File: src/rtl/fetch_unit.sv
// Instruction fetch stage with IF/ID pipeline register, 1-entry skid buffer and redirect drop handling.
// Optional performance counters are enabled by defining FETCH_PERF_CNT_EN.
module fetch_unit #(
   parameter logic [15:0] RESET_PC  = 16'h0000,
   parameter logic [15:0] NOP_INSTR = 16'h0000
) (
   input  logic        clk,
   input  logic        rst,
   input  logic [1:0]  nop,
   input  logic [1:0]  flush,
   input  logic [15:0] branch_target,
   output logic        imem_req,
   output logic [15:0] imem_addr,
   input  logic        imem_ready,
   input  logic [15:0] imem_rdata,
   output logic [15:0] instr_decode,
   output logic [15:0] pc_decode,
   output logic        valid_decode
`ifdef FETCH_PERF_CNT_EN
   ,
   output logic [31:0] stall_cycles,
   output logic [31:0] flush_count
`endif
);

   typedef enum logic [1:0] {S_REQ, S_HOLD, S_DROP} state_t;

   state_t      state_q, state_d;
   logic [15:0] pc_q, pc_d;
   logic [15:0] pend_q, pend_d;
   logic [15:0] skid_instr_q, skid_instr_d;
   logic [15:0] skid_pc_q, skid_pc_d;
   logic [15:0] instr_q, instr_d;
   logic [15:0] pcd_q, pcd_d;
   logic        vld_q, vld_d;
   logic        stall, redirect;
   logic        unused_bits;

   assign stall       = nop[0];
   assign redirect    = flush[0];
   assign unused_bits = nop[1] ^ flush[1];

   // No request is ever presented while reset is held, so a response during reset is never taken.
   assign imem_req     = ~rst & (state_q != S_HOLD);
   assign imem_addr    = (state_q == S_DROP) ? pend_q : pc_q;
   assign instr_decode = instr_q;
   assign pc_decode    = pcd_q;
   assign valid_decode = vld_q;

   always_comb begin
      state_d      = state_q;
      pc_d         = pc_q;
      pend_d       = pend_q;
      skid_instr_d = skid_instr_q;
      skid_pc_d    = skid_pc_q;
      instr_d      = instr_q;
      pcd_d        = pcd_q;
      vld_d        = vld_q;
      if (redirect) begin
         instr_d = NOP_INSTR;
         pcd_d   = 16'h0000;
         vld_d   = 1'b0;
         pc_d    = branch_target;
         case (state_q)
            S_REQ: begin
               if (imem_ready) begin
                  state_d = S_REQ;
               end else begin
                  // The old address must stay on the bus until memory accepts it.
                  state_d = S_DROP;
                  pend_d  = pc_q;
               end
            end
            S_HOLD:  state_d = S_REQ;
            default: state_d = imem_ready ? S_REQ : S_DROP;
         endcase
      end else begin
         case (state_q)
            S_REQ: begin
               if (imem_ready) begin
                  pc_d = pc_q + 16'd1;
                  if (stall) begin
                     skid_instr_d = imem_rdata;
                     skid_pc_d    = pc_q;
                     state_d      = S_HOLD;
                  end else begin
                     instr_d = imem_rdata;
                     pcd_d   = pc_q;
                     vld_d   = 1'b1;
                  end
               end else if (!stall) begin
                  instr_d = NOP_INSTR;
                  vld_d   = 1'b0;
               end
            end
            S_HOLD: begin
               if (!stall) begin
                  instr_d = skid_instr_q;
                  pcd_d   = skid_pc_q;
                  vld_d   = 1'b1;
                  state_d = S_REQ;
               end
            end
            default: begin
               instr_d = NOP_INSTR;
               vld_d   = 1'b0;
               if (imem_ready) begin
                  state_d = S_REQ;
               end
            end
         endcase
      end
   end

   always_ff @(posedge clk) begin
      if (rst) begin
         state_q      <= S_REQ;
         pc_q         <= RESET_PC;
         pend_q       <= RESET_PC;
         skid_instr_q <= NOP_INSTR;
         skid_pc_q    <= 16'h0000;
         instr_q      <= NOP_INSTR;
         pcd_q        <= 16'h0000;
         vld_q        <= 1'b0;
      end else begin
         state_q      <= state_d;
         pc_q         <= pc_d;
         pend_q       <= pend_d;
         skid_instr_q <= skid_instr_d;
         skid_pc_q    <= skid_pc_d;
         instr_q      <= instr_d;
         pcd_q        <= pcd_d;
         vld_q        <= vld_d;
      end
   end

`ifdef FETCH_PERF_CNT_EN
   logic [31:0] stall_cnt_q, flush_cnt_q;

   always_ff @(posedge clk) begin
      if (rst) begin
         stall_cnt_q <= 32'd0;
         flush_cnt_q <= 32'd0;
      end else begin
         if (stall && !redirect && stall_cnt_q != 32'hFFFF_FFFF) begin
            stall_cnt_q <= stall_cnt_q + 32'd1;
         end
         if (redirect && flush_cnt_q != 32'hFFFF_FFFF) begin
            flush_cnt_q <= flush_cnt_q + 32'd1;
         end
      end
   end

   assign stall_cycles = stall_cnt_q;
   assign flush_count  = flush_cnt_q;
`endif

endmodule

File: config.mk
export PLATFORM = sky130hd
export DESIGN_NAME = fetch_unit
export DESIGN_NICKNAME = d
export VERILOG_FILES = /design/src/rtl/fetch_unit.sv
export SDC_FILE = /design/constraint.sdc
export NUM_CORES = 1
export LEC_CHECK = 0
export ABC_AREA = 1
export ABC_CLOCK_PERIOD_IN_PS = 1550
export CAP_MARGIN = 20
export CORE_MARGIN = 3
export CORE_UTILIZATION = 48
export CTS_BUF_LIST = sky130_fd_sc_hd__clkbuf_4 sky130_fd_sc_hd__clkbuf_8
export DETAILED_ROUTE_END_ITERATION = 10
export GPL_TIMING_DRIVEN = 0
export PLACE_DENSITY = 0.8
export SYNTH_ARGS = -nofsm -noshare
export SYNTH_HDL_FRONTEND = slang
export SYNTH_SLANG_ARGS = --single-unit
File: constraint.sdc
create_clock -name clk -period 1.55 [get_ports clk]
set_clock_uncertainty 0.1 [all_clocks]
set_input_delay 0.31 -clock clk [delete_from_list [all_inputs] [get_ports clk]]
set_output_delay 0.31 -clock clk [all_outputs]
set_load 0.01 [all_outputs]
-- Word level (Yosys, flattened, before mapping)
Index checks and enable logic that the tools add are counted.
- RAM bits: 0
- bits in read-only memories: 0
- output and inout port bits: 50
- memories kept: 0
- word-level logic and storage cells: 60
- bits in registers: 99
- bits in latches: 0
- reduce and logical (&&, ||, !) cells: 12
- bitwise gates (word level): 4
- add/subtract/negate cells: 1
- order comparisons: 0
- shift-type cells: 0
- multiplexer cells: 25
- multiply operators: 0
- equal/unequal tests: 10
- divide/modulo/power cells: 0
- operators by type and width (kind ; count):
    $mux 16 ; 11
    $pmux 16 s2 ; 2
    $add 16x1->16 const B ; 1
    $mux 2 ; 7
    $ne 3x3->1 const B ; 4
    $reduce_and 4->1 ; 3
    $ne 2x2->1 const B ; 3
    $reduce_bool 2->1 ; 3
    $pmux 2 s2 ; 1
    $reduce_and 2->1 ; 2
    $mux 1 ; 3
    $not 1->1 ; 3
    $reduce_and 3->1 ; 1
    $reduce_bool 3->1 ; 1
    $eq 2x1->1 const B ; 1
    $eq 2x2->1 const B ; 1
    $logic_not 2->1 ; 1
    $ne 2x1->1 const B ; 1
    $pmux 1 s2 ; 1
    $reduce_or 2->1 ; 1
    $and 1x1->1 ; 1

-- Longest topological paths before layout
- depth after elaboration: 4
- mapped depth: 10
- depth with buffers taken out: 9

-- Least setup slack after synthesis
Ideal clock, no wire load.
- path kind: register to output
- start point: reg state_q[0]
- end point: out imem_addr[1]
- path buffers: 1
- arrival time: 1.134 ns
- data required time: 1.140 ns
- setup slack: 0.006 ns
- cell stages (with the launch flop): 5
- cells stage by stage: dfxtp_1 -> inv_1 -> nand2_1 -> buf_2 -> mux2_2
- longest elaborated chain between the ends: 2
- ends and longest elaborated chain (item ; RTL line ; RTL):
    from (decl) ; 28 ; state_t state_q, state_d;
    from (signal assigned) ; 126 ; state_q <= state_d;
    $eq 2x2->1 ; 45 ; assign imem_addr = (state_q == S_DROP) ? pend_q : pc_q;
    $mux 16 ; 45 ;
    to (decl) ; 13 ; output logic [15:0] imem_addr,
Every way passes these cells.

-- Worst setup path after layout
- start point: reg state_q[0]
- end point: out imem_addr[2]
The elaborated chain is that of the path after synthesis.

==> summary.txt <==
Yosys
  • Post-synthesis cell count: ~620
  • Cell with the most instances after synthesis: nand2_1
  • Largest cells by area after synthesis: dfxtp_1 (45%), nand2_1 (13%), a21oi_1 (8.6%)
  • Synth Warn #: 0
  • Syn Nets: 661
  • Top cells by count, synth: nand2_1 (155), dfxtp_1 (99), a21oi_1 (76)
  • Seq/Total Area, Yosys: 0.448
  • Yosys top cell by area: dfxtp_1
  • Seq cells post-synth: slightly below 100
  • Ys flop type: dfxtp_1
  • Post-synth EDFFs: 0
  • Synthesized area: between 4000 and 5000 µm²
  • Synth top area share: 0.448
  • Syn_area_per_cell: 7.12 µm²
  • Post-synth cell types: 32
  • Async S/R FF share, synth: 0

Detailed routing
  • Avg Vias per Cell: roughly 5.7
  • Initial DRC count: ~380
  • DR vias: slightly below 5,000
  • Detailed Route WL: about 15,000 µm
  • DR WL/cell: 17.6 µm
  • DR DRC count: 0
  • Drt first pass iters: 5
  • Post-DRT Antenna Nets: 0

Placed design
  • Detail Placement HPWL: 9930 µm
  • Pre-CTS WS: -1.37 ns
  • GP Congestion: about 0.97
  • IO buf count: 86
  • Placed cells: between 800 and 900

Cells and area
  • Layout cell share with drive strength beyond 1: 0.203
  • # diodes: 0
  • Final Net Count: 780
  • Fillers: about 700
  • Fin cells: 853
  • Multi-input logic area: ~2300 µm²
  • Area Growth Syn to Fin: 39.7%
  • Register area: between 1500 and 2000 µm²
  • Post-layout util: 0.698

Clocking
  • CTS clk-pin slew, worst paths: ~0.09 ns
  • CTS Buf Count: 9
  • Clock sinks: about 100
  • CTS Hold Bufs: 0
  • Clk buf depth: 2
  • TritonCTS clock tree: yes
  • Root buffer cell: clkbuf_8
  • H-tree depth: 3
  • Worst-skew pair later-pin latency: 0.36 ns

Setup path
  • Critical path launch point type: flip-flop
  • Slowest CP cell: dfxtp_4
  • Dominant cell type by count on the critical path: buf_6
  • Data required time of the critical path: around 1.1 ns
  • Worst setup EP type: output pin
  • Crit-path max FO: 6
  • Crit Path Class: flip-flop to output pin
  • Delay-heaviest family, CP: flip-flops
  • Max stage delay on crit path: between 0.3 and 0.4 ns
  • R2R cell count: 9
  • Buf+Inv Stages, Crit Path: 3
  • Crit path cell chain: inv_2, nand2_2, buf_6, mux2_4, buf_6
  • Crit path depth: 5
  • Worst EP arrival: about 1.4 ns

STA
  • Final hold violation count: 0
  • Actual slew at the worst max-slew pin: 0.550 ns
  • Final Max Tran Viols: 0
  • Fin crit share: 1.18
  • Max Clk Rate: about 550 MHz
  • Setup TNS: -5.34 ns
  • # setup viols final: 43
  • Final WS setup: -0.275 ns
  • Relative slew slack: 0.633
  • Final Critical Period: ~1.8 ns
  • RSZ-0062 raised after global routing: true

Pwr
  • Pwr/cell area: ~900 nW/µm²
  • Total Power: ~5.7 mW
  • Leakage power: between 2 and 3 nW
  • VDD IR-drop max: approximately 0.52 mV

Floorplan
  • Die X: just over 100 µm
  • Die ar.: between 10,000 and 15,000 µm²
  • Total I/O pin count: between 80 and 90
  • Placement row count: 34
  • Initial Util: 0.500
  • Die height: around 100 µm
  • Core area: between 8000 and 9000 µm²

Worst hold path
  • Worst min path class: flip-flop to flip-flop
  • Hold depth: 2

Outcome
  • Run status: finished, violations left
  • Failing checks: setup timing

Global routing
  • Total gr overflow: 0
  • Overall Global Routing Usage: 0.265
  • First-pass GRT wire length: 21,700 µm
  • Largest net degree at the start of global routing: 17
  • Vias in the first global route: ~4,400
  • Initial antenna violation count: 0

Job
  • Max Cap Viol: 0
area by class of cell:
class / instances / share of cell area
plain buffers: 35 / 0.0514
clock buffers: 10 / 0.0213
clock inverters: 6 / 0.0144
inverters: 45 / 0.0316
multi-input cells: 440 / 0.365
flip-flops and latches: 99 / 0.324
well taps: 108 / 0.0219
repair buffers: 110 / 0.170
metal layers:
metal,part of all wire,GRT usage,vias to the layer above,wire length [µm]
met5,0,0,-,0
met4,0.020,0.0797,0,298
met3,0.088,0.0259,33,1320
met2,0.47,0.425,285,7110
met1,0.42,0.379,2225,6260
li1,-,-,2280,-
worst paths after layout:
| kind | startpoint | to | slack [ns] |
|---|---|---|---|
| setup / recovery | state_q[0]$_SDFFE_PP0P_ | imem_addr[2] | -0.28 |
| hold / removal | instr_decode[15]$_SDFFE_PP0P_ | instr_decode[15]$_SDFFE_PP0P_ | 0.36 |
| setup reg to reg | state_q[0]$_SDFFE_PP0P_ | pc_q[2]$_SDFFE_PP0P_ | -0.16 |
| hold reg to reg | instr_decode[15]$_SDFFE_PP0P_ | instr_decode[15]$_SDFFE_PP0P_ | 0.36 |
layout by cell type (no fill, tap or decap), drive strengths merged:
master / instances
a211oi: 3
a21oi: 76
a22oi: 1
a311oi: 2
a31oi: 14
buf: 56
bufinv: 2
clkbuf: 30
clkdlybuf4s50: 33
clkinv: 4
clkinvlp: 2
dfxtp: 99
dlygate4sd2: 35
dlymetal6s2s: 1
ha: 1
inv: 43
mux2: 3
nand2: 158
nand3: 23
nand4: 3
nor2: 70
nor3: 3
o211ai: 3
o21ai: 75
xor2: 5
worst min-delay path: cells and delay by family (launching register included):
kind             cells  cell delay, ns
AO/OA/AOI/OAI        1            0.05
flip-flops           1            0.32
AND/OR/NAND/NOR      1            0.05
kinds of logic (layout without fill, tap and decap cells):
kind of cell | Yosys count | after routing | synth area share
AND/OR/NAND/NOR | 257 | 257 | 0.238
adder cells (fa/ha/maj) | 1 | 1 | 0.00283
buffers and inverters | 82 | 206 | 0.0863
AO/OA/AOI/OAI | 174 | 174 | 0.208
multiplexers | 3 | 3 | 0.00764
flip-flops | 99 | 99 | 0.448
XOR/XNOR | 5 | 5 | 0.00990
registers in the layout, indices dropped and copies added, names as in the netlist:
signal,count
skid_instr_q,16
instr_decode,16
pc_decode,16
skid_pc_q,16
pc_q,16
valid_decode,1
state_q,2
pend_q,16
power by group:
group | leakage, nW | switching (mW) | total [mW] | internal, mW
combinational | 1.76 | 0.592 | 1.06 | 0.468
clock | 0.106 | 0.933 | 1.86 | 0.931
sequential | 0.812 | 0.104 | 2.77 | 2.67
timing repair:
item | 4_1_cts | 5_1_grt
gates resized for setup | 161 | 87
setup endpoints to repair | 116 | 100
buffers inserted | 12 | 7
cloned | 0 | 5
pin swaps | 5 | 1
metrics by stage:
stage | instance area [µm²] | hold WS (ns)
after CTS | 5770 | 0.366
final | 6180 | 0.362
after global placement | 5420 | 0.352
after global routing | 6180 | 0.393
after detailed placement | 5420 | 0.356
after floorplan | 4420 | 0.343
(Power assumes the default switching activity.)
